--- src/rtl/muldiv_pkg.sv ---
// muldiv_pkg -- shared constants and helpers for the RV32M multiply/divide sequencer.
//   - FSM state encodings (legacy-compatible localparams)
//   - funct3 op selects (F3_MUL .. F3_REMU)
//   - divide special-case constants and helper functions
package muldiv_pkg;

   // FSM state encodings
   localparam logic [2:0] ST_IDLE = 3'd0;
   localparam logic [2:0] ST_MUL  = 3'd1;
   localparam logic [2:0] ST_DIV  = 3'd2;
   localparam logic [2:0] ST_FIX  = 3'd3;
   localparam logic [2:0] ST_DONE = 3'd4;

   // funct3 op selects for the OP opcode with funct7 = 0000001
   localparam logic [2:0] F3_MUL    = 3'd0;
   localparam logic [2:0] F3_MULH   = 3'd1;
   localparam logic [2:0] F3_MULHSU = 3'd2;
   localparam logic [2:0] F3_MULHU  = 3'd3;
   localparam logic [2:0] F3_DIV    = 3'd4;
   localparam logic [2:0] F3_DIVU   = 3'd5;
   localparam logic [2:0] F3_REM    = 3'd6;
   localparam logic [2:0] F3_REMU   = 3'd7;

   // Divide special-case constants
   localparam logic [31:0] DIV0_Q  = 32'hFFFF_FFFF;
   localparam logic [31:0] INT_MIN = 32'h8000_0000;
   localparam logic [31:0] NEG_ONE = 32'hFFFF_FFFF;

   // Two's-complement negation
   function automatic logic [31:0] neg32(input logic [31:0] v);
      return (~v) + 32'd1;
   endfunction

   // True for divide ops whose result is fixed by the ISA and needs no iteration.
   // funct3[0]=0 marks the signed divide ops (DIV, REM).
   function automatic logic is_special(input logic [2:0]  f3,
                                       input logic [31:0] a,
                                       input logic [31:0] b);
      return f3[2] && ((b == 32'd0) ||
                       (!f3[0] && (a == INT_MIN) && (b == NEG_ONE)));
   endfunction

   // Result for a special case; funct3[1]=1 selects the remainder ops.
   function automatic logic [31:0] special_result(input logic [2:0]  f3,
                                                  input logic [31:0] a,
                                                  input logic [31:0] b);
      logic [31:0] r;
      if (b == 32'd0) begin
         r = f3[1] ? a : DIV0_Q;
      end else begin
         r = f3[1] ? 32'd0 : INT_MIN;
      end
      return r;
   endfunction

endpackage

--- src/rtl/div_step.sv ---
// div_step -- one combinational restoring-division step.
// The dividend is shifted out of the top of quo while quotient bits shift in at
// the bottom, so the FSM only needs the remainder/quotient pair plus the divisor.
// Ports:
//   rem      in  32  partial remainder (always < dvs)
//   quo      in  32  dividend bits not yet consumed / quotient bits so far
//   dvs      in  32  divisor magnitude (non-zero)
//   rem_nxt  out 32  partial remainder after this step
//   quo_nxt  out 32  quotient register after this step
module div_step
   import muldiv_pkg::*;
(
   input  logic [31:0] rem,
   input  logic [31:0] quo,
   input  logic [31:0] dvs,
   output logic [31:0] rem_nxt,
   output logic [31:0] quo_nxt
);

   logic [32:0] shifted_s;
   logic [32:0] diff_s;

   // Trial subtract. Since rem < dvs the shifted value is < 2*dvs, so bit 32 of
   // the difference is a clean "went negative" flag and a kept difference fits 32 bits.
   always_comb begin
      shifted_s = {rem, quo[31]};
      diff_s    = shifted_s - {1'b0, dvs};
      if (!diff_s[32]) begin
         rem_nxt = diff_s[31:0];
         quo_nxt = {quo[30:0], 1'b1};
      end else begin
         rem_nxt = shifted_s[31:0];
         quo_nxt = {quo[30:0], 1'b0};
      end
   end

endmodule

--- src/rtl/muldiv_seq.sv ---
// muldiv_seq -- multi-cycle RV32M sequencer for the EXE stage.
// Runs a pipelined multiply or a 32-iteration restoring divide, stalls the front
// of the pipeline until the result is ready, then pulses done for one cycle.
// Ports:
//   clk      in  1     rising-edge clock
//   rst      in  1     asynchronous active-low reset
//   start    in  1     M-extension op valid in EXE
//   funct3   in  3     op select (MUL .. REMU)
//   rs1      in  XLEN  dividend / multiplicand
//   rs2      in  XLEN  divisor / multiplier
//   flush    in  1     kill the EXE instruction
//   stall_o  out 1     hold PC and front pipeline registers (combinational)
//   busy     out 1     FSM not idle (registered)
//   done     out 1     result valid for one cycle (registered)
//   result   out XLEN  result, held until the next completion
module muldiv_seq
   import muldiv_pkg::*;
#(
   parameter int XLEN    = 32,
   parameter int MUL_LAT = 2
)(
   input  logic            clk,
   input  logic            rst,
   input  logic            start,
   input  logic [2:0]      funct3,
   input  logic [XLEN-1:0] rs1,
   input  logic [XLEN-1:0] rs2,
   input  logic            flush,
   output logic            stall_o,
   output logic            busy,
   output logic            done,
   output logic [XLEN-1:0] result
);

   // Counter preload so a multiply reaches DONE exactly MUL_LAT cycles after accept
   localparam logic [5:0] MUL_CNT0 = 6'(MUL_LAT - 2);

   logic [2:0]  state_r;
   logic [2:0]  state_nxt_s;
   logic [5:0]  cnt_r;
   logic [2:0]  f3_r;
   logic        neg_a_r;
   logic        neg_b_r;
   logic [31:0] rem_r;
   logic [31:0] quo_r;
   logic [31:0] dvs_r;
   logic [63:0] mul_pipe_r [MUL_LAT-1];
   logic [31:0] result_r;
   logic        done_r;
   logic        busy_r;

   logic        accept_s;
   logic        sgn_a_s;
   logic        sgn_b_s;
   logic [63:0] mul_a_s;
   logic [63:0] mul_b_s;
   logic [63:0] prod_s;
   logic [31:0] mul_sel_s;
   logic [31:0] fix_s;
   logic [31:0] result_nxt_s;
   logic [31:0] step_rem_s;
   logic [31:0] step_quo_s;

   div_step u_div_step (
      .rem     (rem_r),
      .quo     (quo_r),
      .dvs     (dvs_r),
      .rem_nxt (step_rem_s),
      .quo_nxt (step_quo_s)
   );

   // Multiply operand extension and product. Operands are sign/zero-extended to
   // 33 bits per op and then to 64; the low 64 bits of the product are exact.
   always_comb begin
      sgn_a_s = (funct3 == F3_MULH) || (funct3 == F3_MULHSU);
      sgn_b_s = (funct3 == F3_MULH);
      mul_a_s = {{32{sgn_a_s & rs1[31]}}, rs1};
      mul_b_s = {{32{sgn_b_s & rs2[31]}}, rs2};
      prod_s  = mul_a_s * mul_b_s;
   end

   // Result candidates: multiply word select and divide sign fix-up
   always_comb begin
      if (f3_r == F3_MUL) begin
         mul_sel_s = mul_pipe_r[MUL_LAT-2][31:0];
      end else begin
         mul_sel_s = mul_pipe_r[MUL_LAT-2][63:32];
      end
      if (f3_r[1]) begin
         fix_s = neg_a_r ? neg32(rem_r) : rem_r;
      end else begin
         fix_s = (neg_a_r ^ neg_b_r) ? neg32(quo_r) : quo_r;
      end
   end

   // Next-state logic, accept decode and the value loaded into result on entry to DONE
   always_comb begin
      state_nxt_s  = state_r;
      accept_s     = 1'b0;
      result_nxt_s = result_r;
      case (state_r)
         ST_IDLE: begin
            if (start && !flush) begin
               accept_s = 1'b1;
               if (!funct3[2]) begin
                  state_nxt_s = ST_MUL;
               end else if (is_special(funct3, rs1, rs2)) begin
                  state_nxt_s  = ST_DONE;
                  result_nxt_s = special_result(funct3, rs1, rs2);
               end else begin
                  state_nxt_s = ST_DIV;
               end
            end else begin
               state_nxt_s = ST_IDLE;
            end
         end
         ST_MUL: begin
            if (flush) begin
               state_nxt_s = ST_IDLE;
            end else if (cnt_r == 6'd0) begin
               state_nxt_s  = ST_DONE;
               result_nxt_s = mul_sel_s;
            end else begin
               state_nxt_s = ST_MUL;
            end
         end
         ST_DIV: begin
            if (flush) begin
               state_nxt_s = ST_IDLE;
            end else if (cnt_r == 6'd0) begin
               state_nxt_s = ST_FIX;
            end else begin
               state_nxt_s = ST_DIV;
            end
         end
         ST_FIX: begin
            if (flush) begin
               state_nxt_s = ST_IDLE;
            end else begin
               state_nxt_s  = ST_DONE;
               result_nxt_s = fix_s;
            end
         end
         ST_DONE: begin
            // done already asserted for this instruction; a coincident flush changes nothing
            state_nxt_s = ST_IDLE;
         end
         default: begin
            state_nxt_s = ST_IDLE;
         end
      endcase
   end

   // Stall: low in DONE so the pipeline captures result, killed by flush, and
   // gated by rst so it drops the instant reset is asserted.
   always_comb begin
      if (rst && !flush) begin
         stall_o = accept_s || (state_r == ST_MUL) || (state_r == ST_DIV) || (state_r == ST_FIX);
      end else begin
         stall_o = 1'b0;
      end
   end

   // State register and registered outputs
   always_ff @(posedge clk or negedge rst) begin
      if (!rst) begin
         state_r  <= ST_IDLE;
         busy_r   <= 1'b0;
         done_r   <= 1'b0;
         result_r <= 32'd0;
      end else begin
         state_r <= state_nxt_s;
         busy_r  <= (state_nxt_s != ST_IDLE);
         done_r  <= (state_nxt_s == ST_DONE);
         if (state_nxt_s == ST_DONE) begin
            result_r <= result_nxt_s;
         end else begin
            result_r <= result_r;
         end
      end
   end

   // Operand latch, iteration counter and divider datapath
   always_ff @(posedge clk or negedge rst) begin
      if (!rst) begin
         f3_r    <= 3'd0;
         neg_a_r <= 1'b0;
         neg_b_r <= 1'b0;
         rem_r   <= 32'd0;
         quo_r   <= 32'd0;
         dvs_r   <= 32'd0;
         cnt_r   <= 6'd0;
      end else if (accept_s) begin
         // funct3[0]=0 marks the signed divide ops; the flags are unused by multiplies
         f3_r    <= funct3;
         neg_a_r <= ~funct3[0] & rs1[31];
         neg_b_r <= ~funct3[0] & rs2[31];
         quo_r   <= (~funct3[0] & rs1[31]) ? neg32(rs1) : rs1;
         dvs_r   <= (~funct3[0] & rs2[31]) ? neg32(rs2) : rs2;
         rem_r   <= 32'd0;
         cnt_r   <= funct3[2] ? 6'd31 : MUL_CNT0;
      end else if ((state_r == ST_DIV) && !flush) begin
         rem_r <= step_rem_s;
         quo_r <= step_quo_s;
         cnt_r <= (cnt_r == 6'd0) ? 6'd0 : (cnt_r - 6'd1);
      end else if ((state_r == ST_MUL) && !flush) begin
         cnt_r <= (cnt_r == 6'd0) ? 6'd0 : (cnt_r - 6'd1);
      end else begin
         cnt_r <= cnt_r;
      end
   end

   // Multiply product pipeline: stage 0 captures at accept, later stages shift each cycle
   always_ff @(posedge clk or negedge rst) begin
      if (!rst) begin
         for (int i = 0; i < MUL_LAT - 1; i++) begin
            mul_pipe_r[i] <= 64'd0;
         end
      end else begin
         if (accept_s && !funct3[2]) begin
            mul_pipe_r[0] <= prod_s;
         end else begin
            mul_pipe_r[0] <= mul_pipe_r[0];
         end
         for (int i = 1; i < MUL_LAT - 1; i++) begin
            mul_pipe_r[i] <= mul_pipe_r[i-1];
         end
      end
   end

   assign busy   = busy_r;
   assign done   = done_r;
   assign result = result_r;

endmodule
--- config.mk ---
export PLATFORM = sky130hd
export DESIGN_NAME = muldiv_seq
export DESIGN_NICKNAME = d
export VERILOG_FILES = /design/src/rtl/muldiv_pkg.sv /design/src/rtl/div_step.sv /design/src/rtl/muldiv_seq.sv
export SDC_FILE = /design/constraint.sdc
export NUM_CORES = 2
export LEC_CHECK = 0
export ABC_AREA = 1
export CAP_MARGIN = 20
export CORE_ASPECT_RATIO = 1.5
export CORE_MARGIN = 2
export CORE_UTILIZATION = 65
export DETAILED_ROUTE_END_ITERATION = 12
export PLACE_DENSITY_LB_ADDON = 0.1
export SLEW_MARGIN = 20
export SYNTH_ARGS = -nofsm -noshare
export SYNTH_HDL_FRONTEND = slang
export SYNTH_HIERARCHICAL = 1
export SYNTH_SLANG_ARGS = --single-unit
--- constraint.sdc ---
create_clock -name clk -period 6.8 [get_ports clk]
set_input_delay 0.68 -clock clk [delete_from_list [all_inputs] [get_ports clk]]
set_output_delay 0.68 -clock clk [all_outputs]
set_load 0.02 [all_outputs]
==> results of run 1 <==
-- layer usage --
metal / overflow / GRT usage, %
met2: 417 / 92.8
met3: 11 / 43.3
met4: 216 / 72.6
met5: 2 / 15.3
met1: 9 / 66.3
-- synthesized netlist by cell type (5+ instances only) --
cell type | n | area share, %
o22ai_1 | 7 | 0.078
fa_1 | 1126 | 40
ha_1 | 250 | 5.6
nand2_2 | 11 | 0.12
xor2_1 | 71 | 1.1
a21oi_1 | 165 | 1.5
o211ai_1 | 29 | 0.39
inv_2 | 12 | 0.080
o21ai_1 | 6 | 0.053
o21bai_1 | 22 | 0.29
o221ai_1 | 7 | 0.11
nor2_1 | 470 | 3.1
inv_1 | 1912 | 13
nand4_1 | 45 | 0.50
buf_6 | 6 | 0.12
a31oi_1 | 18 | 0.20
o21ai_0 | 305 | 2.7
clkbuf_1 | 184 | 1.2
nand3b_1 | 10 | 0.13
buf_4 | 38 | 0.51
buf_1 | 126 | 0.84
buf_2 | 28 | 0.25
xnor2_1 | 29 | 0.45
and2_1 | 6 | 0.067
nand2_1 | 2163 | 14
or2_2 | 22 | 0.24
nor3_1 | 43 | 0.38
nor2_2 | 6 | 0.067
a21o_1 | 7 | 0.093
and3_1 | 5 | 0.056
dfrtp_1 | 208 | 9.3
nand3_1 | 272 | 2.4
-- repair_timing --
action	4_1_cts
cloned	9
buffers inserted	77
setup endpoints to repair	49
pin swaps	244
resized for setup	619
-- stage by stage --
step | instances | util (%) | TNS [ns] | setup WS [ns]
CTS | 9341 | 77.7 | -9.58 | -0.442
floorplan | 7659 | - | -6.79 | -0.447
global placement | 9213 | 73.5 | -68.16 | -1.93
detailed placement | 9213 | 73.5 | -72.92 | -2.01
-- logic make-up after synthesis --
logic type               Yosys count  share of synthesized area [%]
XOR/XNOR                         100                           1.56
multiplexers                       1                         0.0178
adder cells (fa/ha/maj)         1376                           45.6
buffers and inverters           2312                           15.9
AO/OA/AOI/OAI                    584                           5.66
AND/OR/NAND/NOR                 3078                           22.0
flip-flops                       208                           9.25
==> flow_summary.json, run 1 <==
{
  "die_h_um": 364,
  "cts_hold_buf": 0,
  "syn_area_um2": 56200,
  "yosysWarnings": 6,
  "synth_edf_count": 0,
  "ys_seq_area_share_pct": 9.25,
  "io_buffers": 105,
  "dpl-instance-area_um2": 63300,
  "cts_buffer_depth": 3,
  "die_w_um": 244,
  "netlist_instances": 7659,
  "io_pins": 106,
  "gp_congestion": 1.09,
  "cts_htree_levels": 1,
  "synth_area_per_cell_um2": 7.34,
  "clock_sinks": 208,
  "ys_seq_elements": 208,
  "status": "stopped before the end",
  "row_count": 132,
  "overflow": 655,
  "dp_hpwl_um": 197000,
  "synth_nets": 9106,
  "grt_max_degree": 138,
  "ctsRootBufferMaster": "clkbuf_16",
  "grt_first_pass_wirelength_um": 448000,
  "start_util_pct": 65.4,
  "cts_buffers": 24,
  "stop_stage": "global routing",
  "async_flop_share_pct": 100,
  "grt_pass1_vias": 68520,
  "grt_usage_pct": 68.3,
  "synth_ff_type": "dfrtp_1",
  "stop_error": "[ERROR GRT-0116] Global routing finished with congestion. Check the congestion regions in the DRC Viewer.",
  "yosysUniqueCellTypes": 55
}
==> run 2, diff against run 1 <==
- CORE_ASPECT_RATIO: 1.5 -> unset
- CORE_UTILIZATION: 65 -> 40
- PLACE_DENSITY_LB_ADDON: 0.1 -> 0.15
==> flow_summary.json, run 2 <==
{
  "antenna_left": 0,
  "final_common_cell": "nand2_1",
  "post-route-period-util_pct": 105,
  "r2r_start": "state_r[0]$_DFF_PN0_",
  "row_count": 137,
  "setup-violations-final": 28,
  "synth_nets": 9106,
  "required_ns": 7.29,
  "antenna_found_initial": 14,
  "grt_pass1_vias": 52737,
  "start_util_pct": 40.3,
  "die_w_um": 379,
  "viasPerCell": 5.05,
  "critPathCaptureType": "register",
  "detail_route.drc_violations": 0,
  "clock_sinks": 208,
  "overflow": 0,
  "routedWlPerCell_um": 22.5,
  "drt_first_iter_violations": 4458,
  "syn_area_um2": 56200,
  "max_freq_ghz": 0.140,
  "start_kind": "input port",
  "dp_hpwl_um": 193000,
  "synth_ff_type": "dfrtp_1",
  "cp_max_fo": 6,
  "arrival_ns": 7.64,
  "finalHoldViolCount": 0,
  "status": "complete, but fails checks",
  "firstDrtPassIters": 5,
  "fin_setup_tns_ns": -7.24,
  "hp-class": "reg2reg",
  "area_delta_synth_final_pct": 24.9,
  "startpoint": "funct3[1]",
  "async_flop_share_pct": 100,
  "min-delay-start": "mul_pipe_r[4]$_DFFE_PN0P_",
  "critical_path_class": "in2reg",
  "cts_buffers": 28,
  "core_area_um2": 140000,
  "synth.most_common_cell": "nand2_1",
  "maxSlewViolCount": 0,
  "critical_path.slowest_cell": "fa_1",
  "cap_violations": 0,
  "setup_slack_ns": -0.346,
  "clk_pin_slew_ns": 0.07,
  "grt_max_degree": 82,
  "nets": 9732,
  "cts_htree_levels": 1,
  "period_needed_ns": 7.15,
  "die_area_um2": 144000,
  "tightest_slew_ns": 0.955,
  "final_util_pct": 50.3,
  "io_pins": 106,
  "slew_headroom_pct": 36.4,
  "grt_first_pass_wirelength_um": 344000,
  "synth_top_area_share_pct": 40.1,
  "netlist_top_cells_area": "fa_1 (40%), nand2_1 (14%), inv_1 (13%)",
  "cts_tree": "yes",
  "ctsRootBufferMaster": "clkbuf_16",
  "yosysWarnings": 6,
  "final_cells": 10200,
  "violations": "negative setup slack",
  "cpPeakStageDelay_ns": 0.60,
  "clock_latency_ns": 0.60,
  "yosysTopAreaCell": "fa_1",
  "layout-drive-gt1-share_pct": 20.9,
  "rsz0062_at_grt": "yes",
  "top_register": "mul_pipe_r",
  "die_h_um": 379,
  "synth_edf_count": 0,
  "ys_seq_area_share_pct": 9.25,
  "totalWireLength_um": 230000,
  "final_cell_mix": "nand2_1 (2,060), inv_1 (1,752), fa_1 (1,072), buf_4 (712), nor2_1 (336)",
  "gp_congestion": 0.960,
  "finalClockSkew_ns": 0.0128,
  "io_buffers": 105,
  "cts_buffer_depth": 3,
  "ys_seq_elements": 208,
  "crit_top_cell": "fa_1",
  "largest_register_ff_count": 64,
  "netlist_instances": 7659,
  "place_inst": 9969,
  "num_vias": 51560,
  "synthTopCellsByCount": "nand2_1 (2,163), inv_1 (1,912), fa_1 (1,126), nor2_1 (470), o21ai_0 (305)",
  "synth_area_per_cell_um2": 7.34,
  "yosysUniqueCellTypes": 55,
  "grt_usage_pct": 32.5
}
==> run 2: cell counts after synthesis <==
Identical to the previous run, type by type.
==> run 2: layout make-up <==
cell class	count	area (um^2)
clock inverters	17	194
clock buffers	35	788
inverters	1928	7350
multi-input cells	5139	45400
diodes	17	42.5
repair buffers	980	8900
flip-flops and latches	208	5200
fillers	13985	69300
well taps	1876	2350
==> run 2: kinds of logic after synthesis <==
logic type | share of synthesized area [%]
compound gates | 5.66
xor+xnor | 1.56
fa+ha+maj | 45.6
buf+inv | 15.9
flops | 9.25
mux | 0.0178
simple gates | 22.0
==> run 2: critical path, delay by kind of cell <==
kind | cells | cell delay [ns]
simple gates | 12 | 1.09
buf+inv | 14 | 1.27
compound gates | 2 | 0.22
fa+ha+maj | 9 | 4.36
==> run 2: worst paths after layout <==
kind	to	cells past startpoint	slack (ns)
max	mul_pipe_r[61]$_DFFE_PN0P_	37	-0.35
min	mul_pipe_r[4]$_DFFE_PN0P_	2	0.47
max reg2reg	cnt_r[0]$_DFFE_PN0P_	12	3.20
min reg2reg	mul_pipe_r[4]$_DFFE_PN0P_	2	0.47
max in group asynchronous	quo_r[23]$_DFFE_PN0P_	3	4.91
min in group asynchronous	rem_r[24]$_DFFE_PN0P_	2	0.58
==> run 2: layer usage <==
metal	global-route usage (%)	vias to the layer above	wire length, um	part of all wire, %
met5	0	-	31	0.014
met4	11.5	6	10500	4.6
met3	4.68	308	17000	7.4
met2	49.6	1747	99700	43
met1	47.0	26047	102000	45
li1	-	23452	-	-
==> run 2: timing repair <==
item,4_1_cts,5_1_grt
hold endpoints to repair,27,0
pin swaps,310,339
hold buffers,1,0
gates cloned,6,1
setup endpoints to repair,50,49
resized for setup,653,510
buffers inserted,106,71
==> run 2: through the flow <==
| stage | instance area [um^2] | hold slack (ns) | worst slack [ns] |
|---|---|---|---|
| 2_1_floorplan | 56900 | 0.384 | -0.447 |
| 4_1_cts | 68100 | 0.475 | -0.336 |
| 3_5_place_dp | 64100 | 0.460 | -1.84 |
| 5_1_grt | 70200 | 0.503 | -0.576 |
| 3_3_place_gp | 64100 | 0.453 | -1.82 |
| 6_report | 70200 | 0.473 | -0.346 |
Power of run 2 is not shown: default switching activity piles up to over one toggle a cycle in this logic, so the estimate is an artifact.
